==> config.mk <==
export PLATFORM = sky130hd
export DESIGN_NAME = alu_slice_seq
export DESIGN_NICKNAME = d
export VERILOG_FILES = /design/src/rtl/alu_pkg.sv /design/src/rtl/alu_slice.sv /design/src/rtl/alu_slice_seq.sv
export SDC_FILE = /design/constraint.sdc
export NUM_CORES = 1
export LEC_CHECK = 0
export ABC_AREA = 1
export BUFFER_PORTS_ARGS = -buffer_cell sky130_fd_sc_hd__buf_2
export CORE_MARGIN = 10
export CORE_UTILIZATION = 62
export DETAILED_ROUTE_END_ITERATION = 12
export PLACE_DENSITY = 0.95
export SLEW_MARGIN = 15
export SYNTH_ARGS = -nofsm -noshare
export SYNTH_HDL_FRONTEND = slang
export SYNTH_HIERARCHICAL = 1
export SYNTH_SLANG_ARGS = --single-unit
export TNS_END_PERCENT = 1
==> constraint.sdc <==
create_clock -name clk -period 4.63 [get_ports clk]
set_clock_uncertainty 0.1 [all_clocks]
set_input_delay 1.389 -clock clk [delete_from_list [all_inputs] [get_ports clk]]
set_output_delay 1.389 -clock clk [all_outputs]
set_load 0.01 [all_outputs]
==> src/rtl/alu_pkg.sv <==
// ---------------------------------------------------------------------------
// alu_pkg
// Shared types and helpers for the bit-serial (slice-at-a-time) ALU.
//   alu_op_e        : the 16 ALU_cont operation codes (0011/1111 reserved)
//   alu_seq_state_e : sequencer states IDLE / RUN / DONE
// The helper functions describe how each op drives the slice adder, so the
// slice datapath and the top-level sequencer agree on operand inversion and
// on the carry injected into slice 0.
// ---------------------------------------------------------------------------
package alu_pkg;

  typedef enum logic [3:0] {
    OP_AND   = 4'b0000,  // A & B
    OP_OR    = 4'b0001,  // A | B
    OP_ADD   = 4'b0010,  // A + B + Cin
    OP_RSV3  = 4'b0011,  // reserved
    OP_ANDNB = 4'b0100,  // A & ~B
    OP_ORNB  = 4'b0101,  // A | ~B
    OP_SUB   = 4'b0110,  // A - B - Cin
    OP_SLT   = 4'b0111,  // signed A < B
    OP_NAANDB = 4'b1000, // ~A & B
    OP_NAORB = 4'b1001,  // ~A | B
    OP_RSUB  = 4'b1010,  // B - A - Cin
    OP_SGT   = 4'b1011,  // signed A > B
    OP_NOR   = 4'b1100,  // ~(A | B)
    OP_NAND  = 4'b1101,  // ~(A & B)
    OP_NADD  = 4'b1110,  // ~A + ~B + Cin
    OP_RSVF  = 4'b1111   // reserved
  } alu_op_e;

  typedef enum logic [1:0] {
    IDLE = 2'b00,
    RUN  = 2'b01,
    DONE = 2'b10
  } alu_seq_state_e;

  // Ops whose result comes from the slice adder (including the compares).
  function automatic logic isArith(alu_op_e op);
    return op inside {OP_ADD, OP_SUB, OP_SLT, OP_RSUB, OP_SGT, OP_NADD};
  endfunction

  // Ops that report signed overflow.
  function automatic logic isOvfOp(alu_op_e op);
    return op inside {OP_ADD, OP_SUB, OP_RSUB, OP_NADD};
  endfunction

  // Subtraction is done as addition of the one's complement, so these tell
  // which adder operand is inverted.
  function automatic logic invertA(alu_op_e op);
    return op inside {OP_RSUB, OP_SGT, OP_NADD};
  endfunction

  function automatic logic invertB(alu_op_e op);
    return op inside {OP_SUB, OP_SLT, OP_NADD};
  endfunction

  // Carry into slice 0. Cin is a borrow on subtracts, so it enters inverted;
  // the compares always use a plain two's-complement subtract.
  function automatic logic initCarry(alu_op_e op, logic cin);
    case (op)
      OP_ADD, OP_NADD:  return cin;
      OP_SUB, OP_RSUB:  return ~cin;
      OP_SLT, OP_SGT:   return 1'b1;
      default:          return 1'b0;
    endcase
  endfunction

endpackage

==> src/rtl/alu_slice.sv <==
// ---------------------------------------------------------------------------
// alu_slice
// Combinational SLICE-bit ALU slice: bitwise logic ops or a ripple add with
// optional operand inversion, carry in and carry out.
// Ports:
//   i_op   : operation code (alu_op_e)
//   i_a    : SLICE-bit slice of operand A
//   i_b    : SLICE-bit slice of operand B
//   i_cin  : carry into this slice
//   o_x    : SLICE-bit slice result
//   o_cout : carry out of this slice (0 for non-arithmetic ops)
// ---------------------------------------------------------------------------
module alu_slice
  import alu_pkg::*;
#(
  parameter int SLICE = 4
) (
  input  alu_op_e          i_op,
  input  logic [SLICE-1:0] i_a,
  input  logic [SLICE-1:0] i_b,
  input  logic             i_cin,
  output logic [SLICE-1:0] o_x,
  output logic             o_cout
);

  logic [SLICE-1:0] w_p;
  logic [SLICE-1:0] w_q;
  logic [SLICE:0]   w_sum;

  assign w_p   = invertA(i_op) ? ~i_a : i_a;
  assign w_q   = invertB(i_op) ? ~i_b : i_b;
  assign w_sum = {1'b0, w_p} + {1'b0, w_q} + (SLICE+1)'(i_cin);

  always_comb begin
    o_x    = '0;
    o_cout = 1'b0;
    case (i_op)
      OP_AND:    o_x = i_a & i_b;
      OP_OR:     o_x = i_a | i_b;
      OP_ANDNB:  o_x = i_a & ~i_b;
      OP_ORNB:   o_x = i_a | ~i_b;
      OP_NAANDB: o_x = ~i_a & i_b;
      OP_NAORB:  o_x = ~i_a | i_b;
      OP_NOR:    o_x = ~(i_a | i_b);
      OP_NAND:   o_x = ~(i_a & i_b);
      OP_ADD, OP_SUB, OP_SLT, OP_RSUB, OP_SGT, OP_NADD: begin
        o_x    = w_sum[SLICE-1:0];
        o_cout = w_sum[SLICE];
      end
      default: begin
        o_x    = '0;
        o_cout = 1'b0;
      end
    endcase
  end

endmodule

==> src/rtl/alu_slice_seq.sv <==
// ---------------------------------------------------------------------------
// alu_slice_seq
// Sequential ALU that processes a WIDTH-bit operation SLICE bits per cycle,
// LSB slice first, with the inter-slice carry held in a register. One op is
// accepted in IDLE, takes NSL = WIDTH/SLICE RUN cycles, and is held in DONE
// until the consumer takes it.
// Ports:
//   clk, rst_n        : clock, asynchronous active-low reset
//   in_valid/in_ready : request handshake (in_ready only in IDLE)
//   ALU_cont, A, B    : op code and operands, captured on acceptance
//   Cin               : carry-in (borrow-in on subtracts)
//   out_valid/out_ready : result handshake
//   X, Zero, Cout     : result, X==0 flag, final carry/borrow-out
//   Overflow          : signed overflow of add/sub ops (only when the macro
//                       ALU_SEQ_OVF_EN is defined)
// ---------------------------------------------------------------------------
module alu_slice_seq
  import alu_pkg::*;
#(
  parameter int WIDTH = 32,
  parameter int SLICE = 4
) (
  input  logic             clk,
  input  logic             rst_n,
  input  logic             in_valid,
  output logic             in_ready,
  input  logic [3:0]       ALU_cont,
  input  logic [WIDTH-1:0] A,
  input  logic [WIDTH-1:0] B,
  input  logic             Cin,
  output logic             out_valid,
  input  logic             out_ready,
  output logic [WIDTH-1:0] X,
  output logic             Zero,
`ifdef ALU_SEQ_OVF_EN
  output logic             Overflow,
`endif
  output logic             Cout
);

  localparam int NSL = WIDTH / SLICE;
  localparam int CW  = (NSL > 1) ? $clog2(NSL) : 1;

  alu_seq_state_e   r_state;
  alu_op_e          r_op;
  logic [WIDTH-1:0] r_a;
  logic [WIDTH-1:0] r_b;
  logic             r_carry;
  logic [CW-1:0]    r_cnt;
  logic [WIDTH-1:0] r_acc;
  logic [WIDTH-1:0] r_x;
  logic             r_zero;
  logic             r_cout;
  logic             r_outValid;
  logic             r_inReady;

  logic [SLICE-1:0] w_aSl;
  logic [SLICE-1:0] w_bSl;
  logic [SLICE-1:0] w_sliceX;
  logic             w_sliceCout;
  logic             w_last;
  logic             w_diffMsb;
  logic [WIDTH-1:0] w_sum;
  logic [WIDTH-1:0] w_finalX;
  logic             w_finalCout;

  assign w_aSl     = r_a[int'(r_cnt)*SLICE +: SLICE];
  assign w_bSl     = r_b[int'(r_cnt)*SLICE +: SLICE];
  assign w_last    = (r_cnt == CW'(NSL-1));
  assign w_diffMsb = w_sliceX[SLICE-1];

  alu_slice #(
    .SLICE (SLICE)
  ) u_slice (
    .i_op   (r_op),
    .i_a    (w_aSl),
    .i_b    (w_bSl),
    .i_cin  (r_carry),
    .o_x    (w_sliceX),
    .o_cout (w_sliceCout)
  );

  // Full result as it will look once the slice in flight is written: the
  // accumulator holds the lower slices, the live slice output fills the top.
  // Compares collapse to a single bit: when the sign bits differ the
  // subtraction can overflow, so the minuend's sign decides instead of the
  // difference MSB.
  always_comb begin
    w_sum                    = r_acc;
    w_sum[WIDTH-1 -: SLICE]  = w_sliceX;
    w_finalX                 = w_sum;
    w_finalCout              = 1'b0;
    case (r_op)
      OP_SLT: begin
        w_finalX    = '0;
        w_finalX[0] = (r_a[WIDTH-1] != r_b[WIDTH-1]) ? r_a[WIDTH-1] : w_diffMsb;
        w_finalCout = w_sliceCout;
      end
      OP_SGT: begin
        w_finalX    = '0;
        w_finalX[0] = (r_a[WIDTH-1] != r_b[WIDTH-1]) ? r_b[WIDTH-1] : w_diffMsb;
        w_finalCout = w_sliceCout;
      end
      OP_RSV3, OP_RSVF: begin
        w_finalX    = '0;
        w_finalCout = 1'b0;
      end
      default: begin
        w_finalX    = w_sum;
        w_finalCout = isArith(r_op) ? w_sliceCout : 1'b0;
      end
    endcase
  end

`ifdef ALU_SEQ_OVF_EN
  logic r_ovf;
  logic w_pSign;
  logic w_qSign;
  logic w_ovf;

  // Overflow of the adder as actually fed: both operands share a sign and
  // the sum's sign differs.
  assign w_pSign = invertA(r_op) ? ~r_a[WIDTH-1] : r_a[WIDTH-1];
  assign w_qSign = invertB(r_op) ? ~r_b[WIDTH-1] : r_b[WIDTH-1];
  assign w_ovf   = isOvfOp(r_op) && (w_pSign == w_qSign) && (w_diffMsb != w_pSign);
  assign Overflow = r_ovf;
`endif

  // Sequencer with registered handshake and result outputs.
  always_ff @(posedge clk or negedge rst_n) begin
    if (!rst_n) begin
      r_state    <= IDLE;
      r_op       <= OP_AND;
      r_a        <= '0;
      r_b        <= '0;
      r_carry    <= 1'b0;
      r_cnt      <= '0;
      r_acc      <= '0;
      r_x        <= '0;
      r_zero     <= 1'b0;
      r_cout     <= 1'b0;
      r_outValid <= 1'b0;
      r_inReady  <= 1'b1;
`ifdef ALU_SEQ_OVF_EN
      r_ovf      <= 1'b0;
`endif
    end else begin
      case (r_state)
        IDLE: begin
          if (in_valid) begin
            r_op      <= alu_op_e'(ALU_cont);
            r_a       <= A;
            r_b       <= B;
            r_carry   <= initCarry(alu_op_e'(ALU_cont), Cin);
            r_cnt     <= '0;
            r_inReady <= 1'b0;
            r_state   <= RUN;
          end
        end
        RUN: begin
          r_acc[int'(r_cnt)*SLICE +: SLICE] <= w_sliceX;
          r_carry <= w_sliceCout;
          if (w_last) begin
            r_x        <= w_finalX;
            r_zero     <= (w_finalX == '0);
            r_cout     <= w_finalCout;
            r_outValid <= 1'b1;
            r_cnt      <= '0;
            r_state    <= DONE;
`ifdef ALU_SEQ_OVF_EN
            r_ovf      <= w_ovf;
`endif
          end else begin
            r_cnt <= r_cnt + CW'(1);
          end
        end
        DONE: begin
          if (out_ready) begin
            r_outValid <= 1'b0;
            r_inReady  <= 1'b1;
            r_state    <= IDLE;
          end
        end
        default: begin
          r_state    <= IDLE;
          r_inReady  <= 1'b1;
          r_outValid <= 1'b0;
        end
      endcase
    end
  end

  assign in_ready  = r_inReady;
  assign out_valid = r_outValid;
  assign X         = r_x;
  assign Zero      = r_zero;
  assign Cout      = r_cout;

endmodule

* Word level (Yosys, flattened, before mapping)
Cells that the tools add are included.
Storage, ports and cells: register bits after elaboration 142, bits of input ports 73, output and inout bits 36
Cells by class: shift operators 4, multiplexer cells 26, equality and inequality tests 28, reductions and logical operators 19, bitwise gates (word level) 13, add/subtract/negate cells 4
Operators with widths (count):
- case mux 32 bit (3 select lines) | 1
- variable part select 32 x 6 -> 4 bit | 2
- == test 4 bit (second input constant) | 11
- case mux 4 bit (9 select lines) | 1
- negation 5 -> 33 bit | 1
- variable shift 4 x 33 -> 32 bit (first input constant) | 1
- variable part select 4 x 33 -> 32 bit | 1
- bitwise mux 32 bit | 1
- zero test 32 bit | 1
- == test 4 x 3 -> 1 bit (second input constant) | 6
- inverter 4 bit | 4
- AND 4 bit | 3
- == test 4 x 2 -> 1 bit (second input constant) | 3
- OR 4 bit | 3
- OR reduction 2 bit | 5
- 2-to-1 mux 1 bit | 9
- case mux 1 bit (3 select lines) | 3
- AND reduction 3 bit | 3
- 2-to-1 mux 4 bit | 2
- 2-to-1 mux 2 bit | 3
- 2-to-1 mux 3 bit | 2
- != test 2 bit (second input constant) | 3
- case mux 2 bit (3 select lines) | 1
- case mux 3 bit (2 select lines) | 1
- 17 further kinds | 23

* Logic depth before layout (Yosys ltp)
depth in word-level cells 9, depth in mapped cells 25, depth with buffers taken out 23

* Modules after synthesis
Netlist, hierarchy kept.
By module, submodules not included:
- alu_slice_seq | cells an instance 777, times used 1, area an instance 6432.4 sq um
- alu_slice | cells an instance 144, times used 1, area an instance 770.7 sq um

* Least setup slack after synthesis
Ideal clock, no wire load.
path type register to register, start register r_cnt[0], end register r_zero (netlist: Zero), required time 4465 ps, clock period less this slack 3039 ps, cell stages (with the launch flop) 21, arrival time 2874 ps, setup slack 1591 ps, setup time 65 ps, cells stage by stage dfrtp_1 -> buf_4 -> clkbuf_1 -> o21ai_0 -> o22ai_1 -> nand2_1 -> nand2_1 -> xor2_1 -> inv_1 -> fa_1 -> inv_1 -> fa_1 -> nand2_1 -> nand3_1 -> nand2_1 -> nand2_1 -> nor2_1 -> nand2_1 -> nor2_1 -> nand3_1 -> nand2_1
On the way: elaborated cells between the ends (all ways) 23, classes of those cells 2 x add/sub; 1 x eq/ne; 2 x shift; 6 x mux; 10 x bitwise; 2 x reduce/logical
RTL lines:
- start, declared | line alu_slice_seq.sv:49 | logic [CW-1:0] r_cnt;
- start signal, assigned | line alu_slice_seq.sv:174 | r_cnt <= r_cnt + CW'(1);
- variable part select 32 x 6 -> 4 bit (*) | line alu_slice_seq.sv:67 | assign w_aSl = r_a[int'(r_cnt)*SLICE +: SLICE];
- via w_aSl[0] | line alu_slice_seq.sv:57 | logic [SLICE-1:0] w_aSl;
- inverter 4 bit | line alu_slice.sv:30 | assign w_p = invertA(i_op) ? ~i_a : i_a;
- 2-to-1 mux 4 bit (*) | line alu_slice.sv:30
- adder 4 x 4 -> 5 bit (*) | line alu_slice.sv:32 | assign w_sum = {1'b0, w_p} + {1'b0, w_q} + (SLICE+1)'(i_cin);
- adder 5 x 1 -> 5 bit (*) | line alu_slice.sv:32
- case mux 4 bit (9 select lines) (*) | line alu_slice.sv:37 | case (i_op)
- via w_sliceX[1] | line alu_slice_seq.sv:59 | logic [SLICE-1:0] w_sliceX;
- case mux 32 bit (3 select lines) (*) | line alu_slice_seq.sv:93 | case (r_op)
- zero test 32 bit (*) | line alu_slice_seq.sv:165 | r_zero <= (w_finalX == '0);
- end signal, assigned | line alu_slice_seq.sv:165
- end, declared | line alu_slice_seq.sv:52 | logic r_zero;
The timed path passes the listed nets; every way through them passes the cells marked *. A chain may end at the register's enable or synchronous reset.

* Final worst setup path
start register r_cnt[1], end register r_x[0] (netlist: X[0])
On the way: word-level cells in the longest chain between the ends 8, elaborated cells between the ends (all ways) 22, classes of those cells 2 x add/sub; 1 x eq/ne; 2 x shift; 6 x mux; 10 x bitwise; 1 x reduce/logical
RTL lines:
- variable part select 32 x 6 -> 4 bit (*) | line alu_slice_seq.sv:67
- via w_aSl[3] | line alu_slice_seq.sv:57
- inverter 4 bit | line alu_slice.sv:30, alu_slice.sv:42, alu_slice.sv:43
- 2-to-1 mux 4 bit | line alu_slice.sv:30
- adder 4 x 4 -> 5 bit | line alu_slice.sv:32
- adder 5 x 1 -> 5 bit | line alu_slice.sv:32
- case mux 4 bit (9 select lines) (*) | line alu_slice.sv:37
- via w_sliceX[3] | line alu_slice_seq.sv:59
- 2-to-1 mux 1 bit, on equally long branches | line alu_slice_seq.sv:101, alu_slice_seq.sv:96
- case mux 32 bit (3 select lines) (*) | line alu_slice_seq.sv:93
- end signal, assigned | line alu_slice_seq.sv:164 | r_x <= w_finalX;
- end, declared | line alu_slice_seq.sv:51 | logic [WIDTH-1:0] r_x;
Marks and branches as above.

==> results.py <==
metrics = {
    "power": {
        "fin_total_pwr_w": 0.00712,
        "seq_power_share_pct": 29.1,
        "swShare_pct": 48.3,
        "p_leak_nw": 4.47,
        "netSwitchingPower_w": 0.00344,
        "p_int_w": 0.00368,
        "power_density_mw_per_mm2": 848,
        "comb_power_share_pct": 50.8,
        "ir_worst_vdd_v": 0.000463,
        "power_frac_clock_pct": 20.0,
    },
    "routing": {
        "vias": 6837,
        "wl_um": 19900,
        "viasPerCell": 5.82,
        "ant_nets": 0,
        "routedWlPerCell_um": 17.0,
        "drt_pass1_iterations": 7,
        "drc": 0,
        "drt_iter0_drc": 741,
    },
    "timing": {
        "max_slew_margin_pct": 29.1,
        "fin_crit_ns": 3.76,
        "fin_crit_sh_pct": 81.2,
        "rsz0062_at_grt": "no",
        "setup-tns-final_ns": 0,
        "finalSetupViolCount": 0,
        "setup_ws_ns": 0.869,
        "drv_slew": 0,
        "tightest_slew_ns": 1.06,
        "finalHoldViolations": 0,
        "max_freq_mhz": 266,
    },
    "cells_and_area": {
        "nets": 1103,
        "layout.cells.non_filler": 1174,
        "area_growth_pct": 16.5,
        "drive_gt1_share_pct": 18.6,
        "diodes": 0,
        "mostFrequentLayoutCell": "nand2_1",
        "layout_common_cells": "nand2_1, dfrtp_1, buf_2",
    },
    "critical_path": {
        "rr_endpoint": "X[0]$_DFFE_PN0P_",
        "critPathMaxStageDelay_ns": 0.45,
        "cp_top_family": "simple AND/OR/NAND/NOR gates",
        "startpoint": "r_cnt[1]$_DFFE_PN0P_",
        "worstPathCellList": "inv_1 -> o21ai_0 -> o22ai_1 -> nand2_1 -> nand2_1 -> inv_1 -> xor2_1 -> inv_1 -> ha_1 -> inv_1 -> nand3_1 -> nand3_1 -> nand3_1 -> nand2_1 -> inv_1 -> inv_1 -> nand2_1 -> nand3_1 -> nand3_1 -> nand2_1 -> o21ai_0",
        "r2r_cells": 21,
        "worstPathMaxFanout": 19,
        "worstSetupPathType": "register to register",
        "endpoint_kind": "register",
        "crit_end": "X[0]$_DFFE_PN0P_",
        "worst-path-stages": 21,
        "startpoint_type": "register",
        "r2r_setup_slack_ns": 0.87,
        "critical_path_arrival_ns": 3.92,
        "required_ns": 4.79,
        "crit_slowest_cell": "inv_1",
        "crit_buf_inv": 6,
        "rr_startpoint": "r_cnt[1]$_DFFE_PN0P_",
        "crit_top_cell": "inv_1",
    },
    "die": {
        "die_h_um": 128,
        "coreArea_mm2": 0.0114,
        "start_util_pct": 63.1,
        "die_area_mm2": 0.0163,
        "dieWidth_um": 128,
        "rows": 39,
        "ios": 109,
    },
    "synthesis": {
        "async_flop_share_pct": 100,
        "syn-cell-area_mm2": 0.00720,
        "synth-edff-count": 0,
        "synth-compound-area-share_pct": 11.8,
        "synth_nets": 1006,
        "synth_top_family_by_area": "simple AND/OR/NAND/NOR gates",
        "synth_fa_ha_area_share_pct": 2.29,
        "ys.flop_type": "dfrtp_1",
        "seq_area_frac_synth_pct": 48.0,
        "syn_avg_cell_area_um2": 7.82,
        "yosys_warnings": 6,
        "synth_seq_cells": 138,
        "yosys.cell_types.count": 43,
        "synth-xor-area-share_pct": 0.973,
        "synthMuxAreaShare_pct": 0,
        "synth-simple-area-share_pct": 30.4,
        "netlist_instances": 921,
    },
    "cts": {
        "cts_setup_buffers": 0,
        "cts_resized": 0,
        "cts_tree": "built",
        "hold_buffers": 0,
        "htree_levels": 4,
        "cts-buffers-inserted": 17,
        "clk_latency_ns": 0.42,
        "path_clk_slew_ns": 0.06,
        "clock_path_buffers": 2,
        "cts_sinks": 138,
        "clock_tree.root_cell": "clkbuf_16",
    },
    "min_path": {
        "min_path_type": "register to register",
        "min-delay-start": "r_a[11]$_DFFE_PN0P_",
    },
    "global_routing": {
        "grt_usage_pct": 24.4,
        "grt_overflow": 0,
        "grt_pass1_wl_um": 32800,
        "grt_max_degree": 101,
        "grt_pass1_vias": 6891,
        "antenna_found_initial": 0,
    },
    "placement": {
        "dp_cells": 1142,
        "place_ws_ns": 1.19,
        "portBuffers": 108,
        "place.gp.congestion": 0.974,
        "dp.final_hpwl_um": 13300,
    },
    "run_status": {
        "status": "finished, final reports clean",
    },
    "run": {
        "cap_violations": 0,
    },
}
## synthesized netlist by cell type, types with 3 or more instances
master	number	share of area (%)
a21oi_1	5	0.35
buf_2	21	1.5
buf_4	3	0.31
buf_6	4	0.63
clkbuf_1	9	0.47
dfrtp_1	137	48
ha_1	10	1.7
inv_1	58	3.0
inv_2	11	0.57
nand2_1	369	19
nand3_1	49	3.4
nand4_1	3	0.26
nor2_1	70	3.6
nor2_4	3	0.47
nor3_1	4	0.28
nor3_4	3	0.68
o21ai_0	85	5.9
o21ai_1	7	0.49
o22ai_1	18	1.6
o31ai_1	6	0.63
o31ai_2	12	2.1
xor2_1	7	0.85
## routing by layer
| layer | GRT usage [%] | routed length [um] | share of wire [%] |
|---|---|---|---|
| met5 | 0 | 0 | 0 |
| met4 | 12.3 | 814 | 4.1 |
| met3 | 7.32 | 1970 | 9.9 |
| met2 | 39.8 | 9510 | 48 |
| met1 | 28.6 | 7610 | 38 |
## sequential cells by signal, indices dropped and copies added (netlist names)
| name | cells |
|---|---|
| in_ready | 1 |
| r_carry | 1 |
| Cout | 1 |
| r_cnt | 3 |
| r_op | 4 |
| out_valid | 1 |
| X | 32 |
| r_a | 32 |
| r_b | 32 |
| Zero | 1 |
| r_acc | 28 |
| r_state | 2 |
## how the worst min path moves through the flow
stage	depth (start not counted)	to	slack (ns)
after floorplan	2	r_a[10]$_DFFE_PN0P_	0.34
after global placement	2	r_b[9]$_DFFE_PN0P_	0.35
after detailed placement	2	r_b[6]$_DFFE_PN0P_	0.35
after CTS	2	in_ready$_DFFE_PN1P_	0.37
after global routing	2	r_b[10]$_DFFE_PN0P_	0.38
final	2	r_a[11]$_DFFE_PN0P_	0.37
## worst register-to-register path, cell delays in order, from the launching register on
cell	delay (ns)
dfrtp_1	0.39
inv_1	0.45
o21ai_0	0.29
o22ai_1	0.25
nand2_1	0.09
nand2_1	0.18
inv_1	0.12
xor2_1	0.16
inv_1	0.05
ha_1	0.32
inv_1	0.07
nand3_1	0.09
nand3_1	0.13
nand3_1	0.10
nand2_1	0.07
inv_1	0.06
inv_1	0.23
nand2_1	0.11
nand3_1	0.08
nand3_1	0.08
nand2_1	0.09
o21ai_0	0.09
## logic make-up (layout without fill, tap and decap cells)
group	after synthesis	after routing
xor gates and xnor gates	8	8
and+or+nand+nor	517	517
AOI/OAI and AO/OA	138	138
adders and majority gates	12	12
DFF	138	138
buffers and inverters	108	218
## layout make-up
type,instances,area [um2]
Multi-Input combinational cell,675,3270
Timing Repair Buffer,115,599
Fill cell,819,3030
Clock buffer,17,425
Sequential cell,138,3450
Inverter,71,269
Clock inverter,15,190
Tap cell,143,179
## power by group through the flow
stage	clock [W]	sequential (W)	combinational (W)
after global routing	0.00147	0.00212	0.00402
after CTS	0.00142	0.00206	0.00354
after global placement	0	0.00203	0.00330
after detailed placement	0	0.00206	0.00342
after floorplan	0	0.00201	0.00256
final	0.00143	0.00207	0.00362
## metrics by stage
stage          utilization [%]  cell area, um2  hold slack (ns)
2_1_floorplan                -            7200            0.337
3_3_place_gp              68.1            7770            0.349
3_5_place_dp              68.1            7770            0.353
4_1_cts                   73.5            8390            0.368
5_1_grt                   73.5            8390            0.380
6_report                  73.5            8390            0.367
Note: power is estimated with default switching activity, not from simulation.
